$ cat src/rtl/spi_host.sv
// Wishbone-attached SPI host: byte-wide, mode 0, MSB first, software-driven chip select.
// SCK phases last DIVIDER+1 clocks; a transfer is one setup phase plus 8 high and 7 low phases.
module spi_host #(
  parameter int         WB_ADDR_WIDTH = 4,
  parameter int         DATA_WIDTH    = 8,
  parameter logic [7:0] DIV_RESET     = 8'd15
) (
  input  logic                     wb_clock_i,
  input  logic                     wb_reset_ni,
  input  logic [WB_ADDR_WIDTH-1:0] wb_addr_i,
  input  logic [DATA_WIDTH-1:0]    wb_data_i,
  output logic [7:0]               wb_data_o,
  input  logic                     wb_we_i,
  input  logic                     wb_cycle_i,
  input  logic                     wb_strobe_i,
  output logic                     wb_stall_o,
  output logic                     wb_ack_o,
  output logic                     spi_cs_no,
  output logic                     spi_sck_o,
  output logic                     spi_sd_o,
  input  logic                     spi_sd_i
);

  typedef enum logic [1:0] {S_IDLE, S_SETUP, S_HIGH, S_LOW} state_t;

  state_t      r_state, w_state_nx;
  logic [7:0]  r_cnt, r_div, r_div_q, r_tx, r_rx, r_rx_data, r_data_o;
  logic [2:0]  r_bit;
  logic        r_sck, r_ack, r_cs_en, r_rx_valid;
  logic        w_busy, w_accept, w_wr_data, w_rd_data, w_phase_end, w_bit_end, w_last;
  logic [7:0]  w_wdat, w_rd_mux, w_rx_nx;
  logic [1:0]  w_addr;
  logic        w_unused;

  assign w_unused    = ^{wb_addr_i, wb_data_i};
  assign w_addr      = wb_addr_i[1:0];
  assign w_wdat      = wb_data_i[7:0];
  assign w_busy      = (r_state != S_IDLE);
  assign wb_stall_o  = w_busy & wb_we_i & wb_cycle_i & wb_strobe_i;
  assign w_accept    = wb_cycle_i & wb_strobe_i & ~wb_stall_o;
  assign w_wr_data   = w_accept & wb_we_i & (w_addr == 2'd0);
  assign w_rd_data   = w_accept & ~wb_we_i & (w_addr == 2'd0);
  assign w_phase_end = (r_cnt == r_div_q);
  assign w_bit_end   = (r_state == S_HIGH) & w_phase_end;
  assign w_last      = (r_bit == 3'd7);
  assign w_rx_nx     = {r_rx[6:0], spi_sd_i};

  assign wb_data_o   = r_data_o;
  assign wb_ack_o    = r_ack;
  assign spi_cs_no   = ~r_cs_en;
  assign spi_sck_o   = r_sck;
  assign spi_sd_o    = r_tx[7];

  always_comb begin
    w_rd_mux = 8'h00;
    case (w_addr)
      2'd0: w_rd_mux = r_rx_data;
      2'd1: w_rd_mux = {6'b0, r_rx_valid, w_busy};
      2'd2: w_rd_mux = {7'b0, r_cs_en};
      2'd3: w_rd_mux = r_div;
      default: w_rd_mux = 8'h00;
    endcase
  end

  // The last high phase of bit 7 returns straight to idle; SCK is low there anyway.
  always_comb begin
    w_state_nx = r_state;
    case (r_state)
      S_IDLE:  if (w_wr_data)   w_state_nx = S_SETUP;
      S_SETUP: if (w_phase_end) w_state_nx = S_HIGH;
      S_HIGH:  if (w_phase_end) w_state_nx = w_last ? S_IDLE : S_LOW;
      S_LOW:   if (w_phase_end) w_state_nx = S_HIGH;
      default: w_state_nx = S_IDLE;
    endcase
  end

  always_ff @(posedge wb_clock_i or negedge wb_reset_ni) begin
    if (!wb_reset_ni) begin
      r_state    <= S_IDLE;
      r_sck      <= 1'b0;
      r_ack      <= 1'b0;
      r_data_o   <= 8'h00;
      r_cnt      <= 8'h00;
      r_div      <= DIV_RESET;
      r_div_q    <= DIV_RESET;
      r_tx       <= 8'h00;
      r_rx       <= 8'h00;
      r_rx_data  <= 8'h00;
      r_bit      <= 3'd0;
      r_cs_en    <= 1'b0;
      r_rx_valid <= 1'b0;
    end else begin
      r_state  <= w_state_nx;
      r_sck    <= (w_state_nx == S_HIGH);
      r_ack    <= w_accept;
      r_data_o <= (w_accept && !wb_we_i) ? w_rd_mux : 8'h00;

      if (w_state_nx != r_state)  r_cnt <= 8'h00;
      else if (r_state != S_IDLE) r_cnt <= r_cnt + 8'd1;

      if (w_wr_data) begin
        r_tx    <= w_wdat;
        r_div_q <= r_div;
        r_bit   <= 3'd0;
      end

      // MISO is sampled at the end of each high phase; MOSI advances as SCK falls.
      if (w_bit_end) begin
        r_rx  <= w_rx_nx;
        r_bit <= r_bit + 3'd1;
        if (w_last) r_rx_data <= w_rx_nx;
        else        r_tx      <= {r_tx[6:0], 1'b0};
      end

      if (w_accept && wb_we_i && w_addr == 2'd2) r_cs_en <= w_wdat[0];
      if (w_accept && wb_we_i && w_addr == 2'd3) r_div   <= w_wdat;

      if (w_bit_end && w_last) r_rx_valid <= 1'b1;
      else if (w_rd_data)      r_rx_valid <= 1'b0;
    end
  end

endmodule

$ cat config.mk
export PLATFORM = sky130hd
export DESIGN_NAME = spi_host
export DESIGN_NICKNAME = d
export VERILOG_FILES = /design/src/rtl/spi_host.sv
export SDC_FILE = /design/constraint.sdc
export NUM_CORES = 1
export LEC_CHECK = 0
export ABC_AREA = 0
export BUFFER_PORTS_ARGS = -buffer_cell sky130_fd_sc_hd__buf_2
export CAP_MARGIN = 20
export CORE_MARGIN = 5
export CORE_UTILIZATION = 39
export DETAILED_ROUTE_END_ITERATION = 10
export SLEW_MARGIN = 5
export SYNTH_ARGS = -nofsm -noshare
export SYNTH_HDL_FRONTEND = slang
export SYNTH_SLANG_ARGS = --single-unit
$ cat constraint.sdc
create_clock -name wb_clock_i -period 2.7 [get_ports wb_clock_i]
set_input_delay 0.27 -clock wb_clock_i [delete_from_list [all_inputs] [get_ports wb_clock_i]]
set_output_delay 0.27 -clock wb_clock_i [all_outputs]
set_load 0.1 [all_outputs]
==> results of run 1 <==
-- cell families after synthesis --
family | Yosys count | synth area share, %
flops | 64 | 54.8
simple gates | 56 | 10.1
mux | 52 | 21.0
compound gates | 28 | 6.38
buf+inv | 21 | 3.57
xor+xnor | 10 | 2.98
fa+ha+maj | 3 | 1.28
-- synth_stat cells, types with 4 or more instances --
cell and count:
mux2_2 39, mux2i_1 5, mux2_4 7, o211ai_1 6, a22oi_1 6, nand4_1 4, xnor2_1 8, buf_2 6
nand3_1 9, clkbuf_1 4, nand2_1 13, o21ai_0 6, dfstp_2 8, dfrtp_1 56, inv_1 8, nor2_1 12
-- how the worst min path moves through the flow --
stage / to / depth (start not counted)
floorplan: r_bit[0] / 0
finish: r_bit[2] / 1
global route: r_bit[2] / 1
global placement: r_bit[2] / 1
CTS: r_bit[2] / 1
detailed placement: r_bit[1] / 1
-- routing by layer --
layer | up-vias | global-route usage [%] | wire length (um)
li1 | 898 | - | -
met1 | 912 | 17.6 | 2820
met2 | 41 | 19.8 | 2610
met3 | 11 | 3.60 | 271
met4 | 0 | 6.16 | 127
met5 | - | 0 | 0
-- through the flow --
step,instances,hold slack (ps)
final,372,-0.568
after global routing,372,58.0
after CTS,372,17.5
after detailed placement,356,391
after global placement,356,394
after floorplan,234,-25.6
-- final cells by class --
type / count / area [sq um] / share of cell area [%]
Clock buffer: 10 / 138 / 3.98
Inverter: 8 / 30.0 / 0.869
Clock inverter: 6 / 115 / 3.33
Tap cell: 99 / 124 / 3.58
Multi-Input combinational cell: 149 / 1230 / 35.5
Timing Repair Buffer: 36 / 213 / 6.15
Sequential cell: 64 / 1610 / 46.6
-- flip-flops by register name, indices dropped and copies added, names as in the netlist --
| signal | count |
|---|---|
| wb_ack_o | 1 |
| r_cnt | 8 |
| r_div | 8 |
| r_div_q | 8 |
| wb_data_o | 8 |
| r_bit | 3 |
| r_rx | 7 |
| r_cs_en | 1 |
| r_rx_data | 8 |
| spi_sck_o | 1 |
| r_tx | 8 |
| r_rx_valid | 1 |
| r_state | 2 |
-- power groups by stage --
stage	Sequential (mW)	Combinational, mW	Clock [mW]
after floorplan	1.49	0.728	0
after global placement	1.41	1.03	0
after detailed placement	1.42	1.05	0
after CTS	1.40	1.05	1.05
after global routing	1.43	1.14	1.09
final	1.40	1.04	1.03
==> flow_summary.json, run 1 <==
{
  "ys_seq_elements": 64,
  "cts.sinks": 64,
  "fill_cells": 694,
  "startpoint": "r_div_q[3]",
  "setup_viol": 0,
  "seqPwrFrac_pct": 40.4,
  "wire_per_inst_um": 15.7,
  "totalPowerFinal_mw": 3.47,
  "status": "complete, but fails checks",
  "synthesis.nets": 255,
  "place_congestion": 0.850,
  "grt_max_degree": 34,
  "yosys-top-cells-area": "dfrtp_1 (48%), mux2_2 (15%), dfstp_2 (7.1%), mux2_4 (3.6%), xnor2_1 (2.4%)",
  "final_common_cell": "dfrtp_1",
  "worstReg2RegEnd": "r_rx_data[6]",
  "die_w_um": 96.9,
  "crit_cells": 5,
  "first_pass_iters": 4,
  "r2r_setup_slack_ps": 560,
  "cts-hold-fix-buffers": 0,
  "internal_power_mw": 2.32,
  "grt_pass1_vias": 1946,
  "crit_end": "r_rx_data[6]",
  "slew_viol_final": 0,
  "cp_cell_sequence": "xnor2_1 -> nand4_1 -> buf_4 -> nor4_4 -> mux2_2",
  "worstSetupEndpointType": "register",
  "vias": 1862,
  "synth_cell_type_count": 39,
  "path_clk_slew_ps": 80,
  "syn_avg_cell_area_sq_um": 12.6,
  "clock_latency_ps": 340,
  "ir_drop_v": 0.000294,
  "r2r-start": "r_div_q[3]",
  "grt_pass1_wl_mm": 9.87,
  "htree_levels": 3,
  "die-height_um": 96.9,
  "antenna_found_initial": 0,
  "worst_slew_margin_rel_pct": 48.9,
  "crit_fanout": 11,
  "antenna_cells": 0,
  "power_frac_comb_pct": 29.9,
  "synth_ff_type": "dfrtp_1",
  "netlist_area_sq_um": 2940,
  "critPathRequiredTime_ps": 2930,
  "crit_path_start_kind": "register",
  "drv_cap": 0,
  "die_area_sq_um": 9380,
  "area_growth_pct": 17.5,
  "cts_buffers": 9,
  "holdWs_ps": -0.568,
  "clock.fmax_mhz": 468,
  "finish.instance_area_sq_um": 3460,
  "overflow": 0,
  "seq_area_frac_synth_pct": 54.8,
  "violations": "negative hold slack",
  "fin_crit_ps": 2140,
  "drc": 0,
  "synth_async_sr_flop_share_pct": 100,
  "cp_top_family": "simple AND/OR/NAND/NOR gates",
  "dp_hpwl_mm": 4.11,
  "routed_wl_mm": 5.83,
  "cp.arrival_ps": 2370,
  "drive_gt1_share_pct": 41.0,
  "fin_nets": 289,
  "fin_skew_ps": 7.87,
  "drtIter0Drc": 68,
  "boundaryPins": 31,
  "worst-path-buf-inv": 1,
  "setup_tns_ps": 0,
  "post_cts_buffers": 0,
  "layout_common_cells": "dfrtp_1 (56), mux2_2 (39), buf_2 (28), nand2_1 (13), nor2_1 (12)",
  "root_buffer": "clkbuf_8",
  "core_area_sq_um": 7290,
  "grt_setup_unrepaired": "false",
  "worstSetupPathType": "register to register",
  "place_area_sq_um": 3200,
  "synthDominantCellAreaShare_pct": 47.6,
  "leakagePower_nw": 1.58,
  "yosysTopAreaCell": "dfrtp_1",
  "tightest_slew_ps": 758,
  "powerDensity_nw_per_um2": 1000,
  "p_clk_share_pct": 29.7,
  "p_switching_mw": 1.15,
  "hold_violations": 1,
  "cts.path.max_buffers": 2,
  "layout_setup_ws_ps": 563,
  "grt_usage_pct": 13.2,
  "p_sw_share_pct": 33.2,
  "cts_resized": 0,
  "slowest_stage": "nor4_4",
  "start_util_pct": 40.4,
  "synth-edff-count": 0,
  "portBuffers": 28,
  "vias_per_cell": 5.01,
  "ant_nets": 0,
  "max_stage_delay_ps": 580,
  "fin_crit_sh_pct": 79.2,
  "rows": 31,
  "post-route-util_pct": 47.4,
  "hp-class": "input pin to asynchronous set/reset pin",
  "place_ws_ps": 538,
  "synthCells": 234,
  "cts_tree": "done",
  "ys_warn_count": 0,
  "r2r_cells": 5
}
No activity file was read; power rests on OpenSTA's default activity.
==> run 2, diff against run 1 <==
--- a/config.mk
+++ b/config.mk
@@ -5,7 +5,7 @@
 export SDC_FILE = /design/constraint.sdc
 export NUM_CORES = 1
 export LEC_CHECK = 0
-export ABC_AREA = 0
+export ABC_AREA = 1
 export BUFFER_PORTS_ARGS = -buffer_cell sky130_fd_sc_hd__buf_2
 export CAP_MARGIN = 20
 export CORE_MARGIN = 5
==> constraint.sdc (replaced) <==
create_clock -name wb_clock_i -period 1.8 [get_ports wb_clock_i]
set_input_delay 0.18 -clock wb_clock_i [delete_from_list [all_inputs] [get_ports wb_clock_i]]
set_output_delay 0.18 -clock wb_clock_i [all_outputs]
set_load 0.1 [all_outputs]
==> flow_summary.json, run 2 <==
{
  "die_area_sq_um": 9480,
  "yosysMostFrequentCell": "nand2_1",
  "worst_slew_margin_rel_pct": 67.2,
  "area_growth_pct": 19.6,
  "final_common_cell": "nand2_1",
  "place_area_sq_um": 3300,
  "crit_path_start_kind": "register",
  "synth_async_sr_flop_share_pct": 100,
  "ys_seq_elements": 64,
  "htree_levels": 3,
  "root_buffer": "clkbuf_8",
  "fin_crit_ps": 1680,
  "powerDensity_nw_per_um2": 1420,
  "fin_nets": 427,
  "clock_latency_ps": 340,
  "setup_tns_ps": 0,
  "first_pass_iters": 4,
  "cp.arrival_ps": 1910,
  "layout_common_cells": "nand2_1 (111), dfrtp_1 (56), inv_1 (53), o21ai_0 (42), buf_2 (27)",
  "dp_hpwl_mm": 4.33,
  "portBuffers": 28,
  "rows": 31,
  "drtIter0Drc": 102,
  "synth-edff-count": 0,
  "drc": 0,
  "fin_skew_ps": 9.70,
  "critPathRequiredTime_ps": 2020,
  "crit_end": "r_cnt[2]",
  "synthTopCellsByCount": "nand2_1 (115), dfrtp_1 (56), inv_1 (54)",
  "hold_violations": 0,
  "cts_buffers": 9,
  "synthesis.nets": 384,
  "ant_nets": 0,
  "yosys-top-cells-area": "dfrtp_1 (47%), nand2_1 (15%), dfstp_2 (7.1%), o21ai_0 (7.1%), inv_1 (6.8%)",
  "routed_wl_mm": 5.95,
  "r2r-start": "r_div_q[3]",
  "fill_cells": 729,
  "worstSetupPathType": "register to register",
  "start_util_pct": 40.6,
  "whs_path_depth": 3,
  "setup_viol": 0,
  "boundaryPins": 31,
  "r2r_cells": 11,
  "die-height_um": 97.3,
  "die_w_um": 97.3,
  "slew_viol_final": 0,
  "drv_cap": 0,
  "vias": 2329,
  "grt_max_degree": 40,
  "fin_crit_sh_pct": 93.5,
  "ir_drop_v": 0.000671,
  "antenna_found_initial": 0,
  "netlist_area_sq_um": 2980,
  "hp-class": "input pin to register",
  "place_congestion": 0.789,
  "r2r_setup_slack_ps": 120,
  "syn_avg_cell_area_sq_um": 8.20,
  "overflow": 0,
  "ys_warn_count": 0,
  "grt_usage_pct": 14.3,
  "synth_cell_type_count": 27,
  "tightest_slew_ps": 496,
  "crit_fanout": 8,
  "totalPowerFinal_mw": 5.07,
  "grt_pass1_vias": 2338,
  "startpoint": "r_div_q[3]",
  "cts.path.max_buffers": 2,
  "grt_pass1_wl_mm": 11.0,
  "antenna_cells": 0,
  "cts_tree": "done",
  "cts.sinks": 64,
  "wire_per_inst_um": 11.7,
  "yosysTopAreaCell": "dfrtp_1",
  "worstSetupEndpointType": "register",
  "clock.fmax_mhz": 594,
  "worstReg2RegEnd": "r_cnt[2]",
  "synth_ff_type": "dfrtp_1",
  "seq_area_frac_synth_pct": 54.2,
  "synthCells": 363,
  "core_area_sq_um": 7330,
  "finish.instance_area_sq_um": 3560,
  "synthDominantCellAreaShare_pct": 47.1,
  "vias_per_cell": 4.57,
  "path_clk_slew_ps": 70,
  "place_ws_ps": 42.6,
  "layout_setup_ws_ps": 118,
  "status": "finished clean",
  "leakagePower_nw": 1.80,
  "drive_gt1_share_pct": 21.2
}
==> run 2: worst max-delay path, stage by stage, from the launching register on <==
cell,delay [ps]
dfstp_2,540
inv_1,40
nand2_1,50
nand2_1,80
nor2_2,120
nand2_2,90
nor2_8,170
nand3_4,110
nand2_2,80
nand3_2,80
nand2_4,150
nor2_1,60
==> run 2: logic make-up (layout without fill, tap and decap cells) <==
logic type | after synthesis | in the layout | synth area share [%]
AOI/OAI and AO/OA | 62 | 62 | 11.0
xor gates and xnor gates | 8 | 8 | 2.36
adders and majority gates | 3 | 3 | 1.26
buffers and inverters | 68 | 116 | 9.25
DFF | 64 | 64 | 54.2
and+or+nand+nor | 158 | 158 | 22.0
==> run 2: how the worst min path moves through the flow <==
stage	start	to	slack, ps
finish	wb_data_i[1]	r_div[1]	80
global route	wb_data_i[3]	r_div[3]	90
CTS	wb_data_i[1]	r_div[1]	60
detailed placement	wb_reset_ni	r_cnt[5]	190
global placement	wb_reset_ni	r_cnt[5]	190
floorplan	wb_reset_ni	r_bit[0]	-120
==> run 2: what timing repair did <==
action,CTS,global route
setup buffers,0,0
resized for setup,0,19
hold buffers,1,0
hold endpoints to repair,56,0
setup endpoints to repair,0,15
==> run 2: final cells by class <==
cell class	count	area (sq um)	share of cell area, %
clock inverter	3	42.5	1.20
sequential	64	1610	45.3
clock buffer	13	149	4.18
inverter	60	228	6.40
timing repair buffer	40	251	7.07
multi-input combinational	231	1150	32.4
tap	99	124	3.48
==> run 2: where the power goes <==
part	total (mW)	internal, mW	switching [mW]	leakage (nW)
combinational	1.80	0.576	1.22	0.891
sequential	2.07	1.83	0.236	0.819
clock	1.20	0.677	0.524	0.0936
total	5.07	3.09	1.98	1.80
==> run 2: per-layer routing <==
metal  GRT usage, %  vias to the layer above  part of all wire, %
met5              0                        -                    0
met4           5.43                        0                  2.3
met3           4.81                       14                  5.0
met2           22.0                       48                   46
met1           18.7                     1050                   47
li1               -                     1217                    -
==> run 2: through the flow <==
step                      hold slack, ps  instances  utilization (%)
after global routing                85.6        510             48.5
final                               76.9        510             48.5
after floorplan                     -116        363                -
after global placement               194        493             45.0
after detailed placement             189        493             45.0
after CTS                           62.7        510             47.7
==> run 3, diff against run 2 <==
--- a/config.mk
+++ b/config.mk
@@ -10,6 +10,8 @@
 export CAP_MARGIN = 20
 export CORE_MARGIN = 5
 export CORE_UTILIZATION = 39
+export CTS_BUF_LIST = sky130_fd_sc_hd__clkbuf_4
+export CTS_CLUSTER_DIAMETER = 30
 export DETAILED_ROUTE_END_ITERATION = 10
 export SLEW_MARGIN = 5
 export SYNTH_ARGS = -nofsm -noshare
==> flow_summary.json, run 3 (synthesis results as in run 2) <==
{
  "layout_setup_ws_ps": 108,
  "hold_violations": 0,
  "worst_path_most_repeated_cell": "nand2_1",
  "core_area_sq_um": 7330,
  "place_congestion": 0.789,
  "slew_viol_final": 0,
  "grt_max_degree": 40,
  "start_util_pct": 40.6,
  "antenna_found_initial": 0,
  "wl_met2_mm": 2.70,
  "drc": 0,
  "final_common_cell": "nand2_1",
  "cp_cell_sequence": "inv_1 -> nand2_1 -> nand2_1 -> nor2_2 -> nand2_2 -> nor2_8 -> nand3_4 -> nand2_1 -> nand3_2 -> nand2_4 -> nor2_1",
  "cts_buffers": 9,
  "first_pass_iters": 5,
  "r2r_setup_slack_ps": 110,
  "tightest_slew_ps": 496,
  "min_from": "wb_data_i[0]",
  "critPathRequiredTime_ps": 2080,
  "maxUsedRoutingLayer": "met4",
  "place_ws_ps": 42.6,
  "drv_cap": 0,
  "antenna_cells": 0,
  "max_stage_delay_ps": 560,
  "r2r-start": "r_div_q[1]",
  "routed_wl_mm": 5.96,
  "die_area_sq_um": 9480,
  "crit_fanout": 8,
  "fin_nets": 432,
  "root_buffer": "clkbuf_4",
  "cp_top_family": "simple AND/OR/NAND/NOR gates",
  "drtIter0Drc": 155,
  "clock.fmax_mhz": 591,
  "portBuffers": 28,
  "totalPowerFinal_mw": 4.82,
  "ir_drop_v": 0.000642,
  "setup_viol": 0,
  "dp_hpwl_mm": 4.33,
  "cts.path.max_buffers": 2,
  "die_w_um": 97.3,
  "drt-met1-wl_mm": 2.84,
  "dp.cells": 493,
  "worstSetupPathType": "register to register",
  "leakagePower_nw": 1.81,
  "worstSetupEndpointType": "register",
  "vias": 2350,
  "cp.arrival_ps": 1980,
  "vias_per_cell": 4.56,
  "boundaryPins": 31,
  "min_delay_worst_endpoint": "r_div[0]",
  "worst-path-buf-inv": 1,
  "drive_gt1_share_pct": 20.2,
  "clock_latency_ps": 400,
  "slowest_stage": "dfstp_2",
  "rows": 31,
  "crit_path_start_kind": "register",
  "cts.sinks": 64,
  "post-route-util_pct": 48.3,
  "layout_common_cells": "nand2_1 (114), dfrtp_1 (56), inv_1 (54), o21ai_0 (41), buf_2 (27)",
  "finish.instance_area_sq_um": 3540,
  "path_clk_slew_ps": 110,
  "ant_nets": 0,
  "htree_levels": 3,
  "overflow": 0,
  "powerDensity_nw_per_um2": 1360,
  "hp-class": "input pin to register",
  "grt_setup_unrepaired": "true",
  "worstReg2RegEnd": "r_cnt[2]",
  "fin_cells": 515,
  "grt_pass1_vias": 2352,
  "die-height_um": 97.3,
  "area_growth_pct": 19.0,
  "cts_tree": "done",
  "grt_pass1_wl_mm": 10.9,
  "status": "finished clean",
  "place_area_sq_um": 3300,
  "grt_usage_pct": 14.3,
  "worst_slew_margin_rel_pct": 67.2,
  "fin_skew_ps": 14.3,
  "fin_crit_ps": 1690,
  "wl_met3_um": 291,
  "wire_per_inst_um": 11.6,
  "r2r_cells": 11,
  "whs_path_depth": 3,
  "fin_crit_sh_pct": 94.0
}
## run 3: cell types whose count changed in the layout (fill, tap and decap cells not counted), sizes merged
cell / change
buf: +3
clkbuf: -2
clkinv: +1
dlygate4sd3: +3
## run 3: report_power, final
group	total (mW)	internal [mW]	switching (mW)
registers	2.06	1.83	0.232
clock network	0.949	0.465	0.485
logic	1.81	0.600	1.21
total	4.82	2.89	1.93
## run 3: how the worst max path moves through the flow
stage | from | end | slack, ps | cells after the start
global route | r_div_q[0] | r_tx[3] | -30 | 11
detailed placement | r_div_q[1] | r_cnt[2] | 40 | 11
floorplan | r_state[0] | wb_ack_o | 220 | 4
global placement | r_div_q[1] | r_tx[1] | 70 | 10
finish | r_div_q[1] | r_cnt[2] | 110 | 11
CTS | r_state[0] | wb_stall_o | 6 | 4
## run 3: layer usage
layer | vias to the layer above | GRT usage, %
li1 | 1228 | -
met1 | 1059 | 18.6
met2 | 53 | 22.0
met3 | 10 | 4.45
met4 | 0 | 5.96
met5 | - | 0
## run 3: area by class of cell
class                           instances  area [sq um]
Clock inverter                          4          46.3
Fill cell                             732          3790
Tap cell                               99           124
Clock buffer                           12          90.1
Inverter                               60           228
Multi-Input combinational cell        231          1140
Sequential cell                        64          1610
Timing Repair Buffer                   45           304
## run 3: repair_timing
item                                    4_1_cts  5_1_grt
resized for setup                             1       14
hold buffers                                  3        1
pin swaps                                     0        2
buffers inserted                              0        2
endpoints found under the hold margin        63        1
endpoints found under the setup margin        1       20
## run 3: stage by stage
stage                     setup TNS [ps]  hold slack, ps
after floorplan                        0            -116
after global placement                 0             194
after detailed placement               0             189
after CTS                              0            1.57
after global routing                -274            6.36
final                                  0            31.9
## run 3: worst reg2reg max path, cell delays in order, from the launching register on
cell     delay (ps)
dfstp_2         560
inv_1            50
nand2_1          50
nand2_1          70
nor2_2          120
nand2_2         100
nor2_8          160
nand3_4         100
nand2_1          90
nand3_2          80
nand2_4         140
nor2_1           60
